## src/rtl/encoder8to3_seq.sv

```systemverilog
// rtl/encoder8to3_seq.sv - sequential 8-to-3 encoder, one index per handshake
// Optional: define ENC8_ONEHOT_STRICT_EN to reject multi-hot vectors.
module encoder8to3_seq #(
    parameter bit MSB_FIRST = 1'b0
) (
    input  logic       clk,
    input  logic       rst_n,
    input  logic       in_valid,
    output logic       in_ready,
    input  logic [7:0] in,
    output logic       out_valid,
    input  logic       out_ready,
    output logic [2:0] out,
    output logic       out_last,
    output logic       err
);

    typedef enum logic {IDLE, EMIT} state_t;

    state_t     state;
    state_t     state_nxt;
    logic [7:0] pend;
    logic [7:0] pend_nxt;
    logic       err_nxt;
    logic       vec_ok;

    function automatic logic [2:0] pick(input logic [7:0] v);
        logic [2:0] idx;
        idx = 3'd0;
        if (MSB_FIRST) begin
            for (int i = 0; i < 8; i++) begin
                if (v[i]) idx = 3'(i);
            end
        end else begin
            for (int i = 7; i >= 0; i--) begin
                if (v[i]) idx = 3'(i);
            end
        end
        return idx;
    endfunction

    function automatic logic [3:0] popcount(input logic [7:0] v);
        logic [3:0] cnt;
        cnt = 4'd0;
        for (int i = 0; i < 8; i++) begin
            cnt = cnt + {3'd0, v[i]};
        end
        return cnt;
    endfunction

`ifdef ENC8_ONEHOT_STRICT_EN
    assign vec_ok = (popcount(in) == 4'd1);
`else
    assign vec_ok = (in != 8'h00);
`endif

    assign in_ready = (state == IDLE);

    always_comb begin
        state_nxt = state;
        pend_nxt  = pend;
        err_nxt   = 1'b0;
        case (state)
            IDLE: begin
                if (in_valid) begin
                    if (vec_ok) begin
                        pend_nxt  = in;
                        state_nxt = EMIT;
                    end else begin
                        err_nxt = 1'b1;
                    end
                end
            end
            EMIT: begin
                // out always mirrors the bit selected from pend, so it names the bit to retire
                if (out_ready) begin
                    pend_nxt = pend & ~(8'b1 << out);
                    if (out_last) state_nxt = IDLE;
                end
            end
            default: state_nxt = IDLE;
        endcase
    end

    always_ff @(posedge clk or negedge rst_n) begin
        if (!rst_n) begin
            state     <= IDLE;
            pend      <= 8'h00;
            out       <= 3'd0;
            out_last  <= 1'b0;
            out_valid <= 1'b0;
            err       <= 1'b0;
        end else begin
            state     <= state_nxt;
            pend      <= pend_nxt;
            err       <= err_nxt;
            out_valid <= (state_nxt == EMIT);
            out       <= pick(pend_nxt);
            out_last  <= (popcount(pend_nxt) == 4'd1);
        end
    end

endmodule

```

## config.mk

```make
export PLATFORM = sky130hd
export DESIGN_NAME = encoder8to3_seq
export DESIGN_NICKNAME = d
export VERILOG_FILES = /design/src/rtl/encoder8to3_seq.sv
export SDC_FILE = /design/constraint.sdc
export NUM_CORES = 1
export LEC_CHECK = 0
export ABC_AREA = 1
export CAP_MARGIN = 5
export CORE_MARGIN = 1
export CORE_UTILIZATION = 30
export CTS_BUF_LIST = sky130_fd_sc_hd__clkbuf_4
export CTS_CLUSTER_DIAMETER = 100
export DETAILED_ROUTE_END_ITERATION = 10
export GPL_TIMING_DRIVEN = 0
export HOLD_SLACK_MARGIN = 0.02
export SETUP_SLACK_MARGIN = 0.02
export SLEW_MARGIN = 10
export SYNTH_ARGS = -nofsm -noshare
export SYNTH_HDL_FRONTEND = slang
export SYNTH_SLANG_ARGS = --single-unit
```

## constraint.sdc

```tcl
create_clock -name clk -period 3.1 [get_ports clk]
set_input_delay 0.31 -clock clk [delete_from_list [all_inputs] [get_ports clk]]
set_output_delay 0.31 -clock clk [all_outputs]
set_load 0.03 [all_outputs]
```

==> results.toml <==
[outcome]
status = "finished with violations"
failed_checks = "design-rule violations, negative setup slack"

[global_route]
antenna_found_initial = 0
grt_pass1_wl_um = 4220
grt.met3_usage_pct = 3.13
grt_max_degree = 15
grt_pass1_vias = 974
top_usage_layer = "met2"
grt_overflow = 0
grt_util_all_layers_pct = 16.5
use_met2_pct = 29.9
grt_use_met1_pct = 19.8

[floorplan]
die_h_um = 57.9
rows = 19
start_util_pct = 32.9
fp.dieW_um = 57.9
dieArea_mm2 = 0.00336
ios = 19
design.core.area_mm2 = 0.00285

[job]
drv_cap = 0

[synthesis]
ys_seq_area_share_pct = 37.3
yosysMostFrequentCell = "nand2_1"
syn-num-nets = 132
synth.avg_cell_area_um2 = 8.30
syn_inst = 113
synth_flop_cell = "dfrtp_1"
yosys-top-cells-area = "dfrtp_1, nand2_1, fa_1"
synth_top_area_cell = "dfrtp_1"
synth_warnings = 0
synthArstFlopShare_pct = 100
synth_area_um2 = 938
synth_common_cells = "nand2_1, inv_1, dfrtp_1, nor2_1, o21ai_0"
synthDistinctLibCells = 30
ys_seq_elements = 14
synth_edf_count = 0
yosysTopAreaCellShare_pct = 37.3

[power]
p_per_area_mw_per_mm2 = 1180
ir_drop_uv = 665
power.leakage_nw = 0.731

[sta]
max_slew.worst_pin.slew_ps = 619
slew_viol_final = 0
period_share_pct = 117
fin_ws_ps = -527
setup_tns_ps = -1590
rsz0062_at_grt = "true"
timing.hold.ws_ps = 296
finClkSkew_ps = 1.58
relSlewSlack_pct = 58.6
period_needed_ps = 3630
hold_viol = 0
max_freq_ghz = 0.276
setup_violations = 4

[placed_design]
dp.final_hpwl_um = 1690
io_buffers = 17
dp_cells = 161
gp_congestion = 0.754
place_ws_ps = -1170

[route]
routed_wl_um = 2480
drtIter0Drc = 30
ant_nets = 0
firstDrtPassIters = 7
drcViolationCount = 4
via_per_inst = 4.74
wl_per_cell_um = 12.9
vias = 914

[critical_path]
cp-end-kind = "register"
cp_slowest_cell = "fa_2"
worst_path_largest_cell_delay_ps = 510
path_cells = "nor2_2 -> inv_2 -> o31a_1 -> o21ai_2 -> inv_2 -> fa_1 -> inv_2 -> fa_1 -> fa_1 -> inv_1 -> ha_2 -> inv_2 -> fa_2 -> o211ai_1 -> a21oi_2"
cp_data_required_time_ps = 3310
critical_path_class = "reg -> reg"
critPathMaxFanout = 4
path_common_cell = "inv_2"
worst_setup_path_start_kind = "register"
arrival_ps = 3840

[finish]
layout.nets = 182
drive_above_1_share_pct = 37.7
diodes = 0
area_growth_pct = 53.1
stdcell_count = 193

[clock_tree]
cts-htree-levels = 1
cts_tree = "yes"
clk_pin_slew_ps = 90
root_buffer = "clkbuf_4"
clockBufferDepth = 2
clk_latency_ps = 270
cts.sinks = 14
cts_buffers = 3

[hold_path]
min_path_type = "in -> reg"
==> power by group <==
| group | total, W | switching (W) | internal, W | leakage (nW) |
|---|---|---|---|---|
| Clock | 0.000106 | 0.0000590 | 0.0000466 | 0.0154 |
| Sequential | 0.000311 | 0.0000515 | 0.000259 | 0.177 |
| Combinational | 0.00128 | 0.000632 | 0.000652 | 0.538 |
==> path summary, 6_finish.rpt <==
kind / depth (start not counted) / startpoint / slack [ps] / endpoint
max: 15 / out[2]$_DFF_PN0_ / -530 / out_last$_DFF_PN0_
min: 3 / in_valid / 300 / err$_DFF_PN0_
max reg2reg: 15 / out[2]$_DFF_PN0_ / -530 / out_last$_DFF_PN0_
min reg2reg: 3 / out_last$_DFF_PN0_ / 530 / state$_DFF_PN0_
max in group asynchronous: 1 / rst_n / 2250 / out[0]$_DFF_PN0_
min in group asynchronous: 1 / rst_n / 410 / err$_DFF_PN0_
==> layer usage <==
metal / up-vias / wire (um)
li1: 456 / -
met1: 437 / 1040
met2: 19 / 1310
met3: 2 / 124
met4: 0 / 12
met5: - / 0
==> final cells by class <==
| class | count | area, um^2 |
|---|---|---|
| Timing Repair Buffer | 45 | 377 |
| Multi-Input combinational cell | 78 | 543 |
| Clock buffer | 3 | 22.5 |
| Fill cell | 272 | 1420 |
| Tap cell | 31 | 38.8 |
| Buffer | 2 | 22.5 |
| Sequential cell | 14 | 354 |
| Clock inverter | 1 | 3.75 |
| Inverter | 19 | 75.1 |
==> worst max-delay path: cells and delay by family, from the launching register on <==
kind	cells	cell delay (ps)
AND/OR/NAND/NOR	1	110
buffers and inverters	5	280
AO/OA/AOI/OAI	4	660
adder cells (fa/ha/maj)	5	2110
flip-flops	1	410
==> through the flow <==
stage | total power (W) | cell area (um^2) | utilization (%)
finish | 0.00170 | 1440 | 50.4
detailed placement | 0.00118 | 1170 | 41.0
CTS | 0.00163 | 1410 | 49.4
global route | 0.00188 | 1440 | 50.4
floorplan | 0.000939 | 960 | -
global placement | 0.00114 | 1170 | 41.0
==> flip-flops by register name (all words and copies together) (netlist names) <==
signal and cells:
pend 8, out_last 1, state 1, out 3, err 1
==> cells by family (layout without fill, tap and decap cells) <==
| family | after synthesis | after routing | share of synthesized area [%] |
|---|---|---|---|
| flip-flops | 14 | 14 | 37.3 |
| buffers and inverters | 21 | 70 | 9.33 |
| AO/OA/AOI/OAI | 21 | 21 | 18.4 |
| AND/OR/NAND/NOR | 50 | 50 | 22.4 |
| adder cells (fa/ha/maj) | 7 | 7 | 12.5 |
==> layout by cell type, fill, tap and decap left out, types with 2 or more instances in the layout <==
cell	instances
clkdlybuf4s50_1	8
a21oi_2	2
dfrtp_2	3
a22oi_2	2
nor2_4	2
fa_1	3
inv_2	6
dlygate4sd2_1	9
buf_6	4
o21ai_2	2
dfrtp_1	11
buf_4	26
nor2_2	2
inv_1	12
o21ai_1	2
nor2_1	5
clkbuf_4	3
nand2_1	35
a22o_1	2
ha_1	2
o21ai_0	3
==> repair_timing <==
action / CTS / global route
hold buffers: 0 / 0
gates resized for setup: 23 / 5
pin swaps: 16 / 5
setup endpoints to repair: 1 / 4
gates cloned: 0 / 0
setup buffers: 27 / 3
Power figures use the tool's default switching activity.
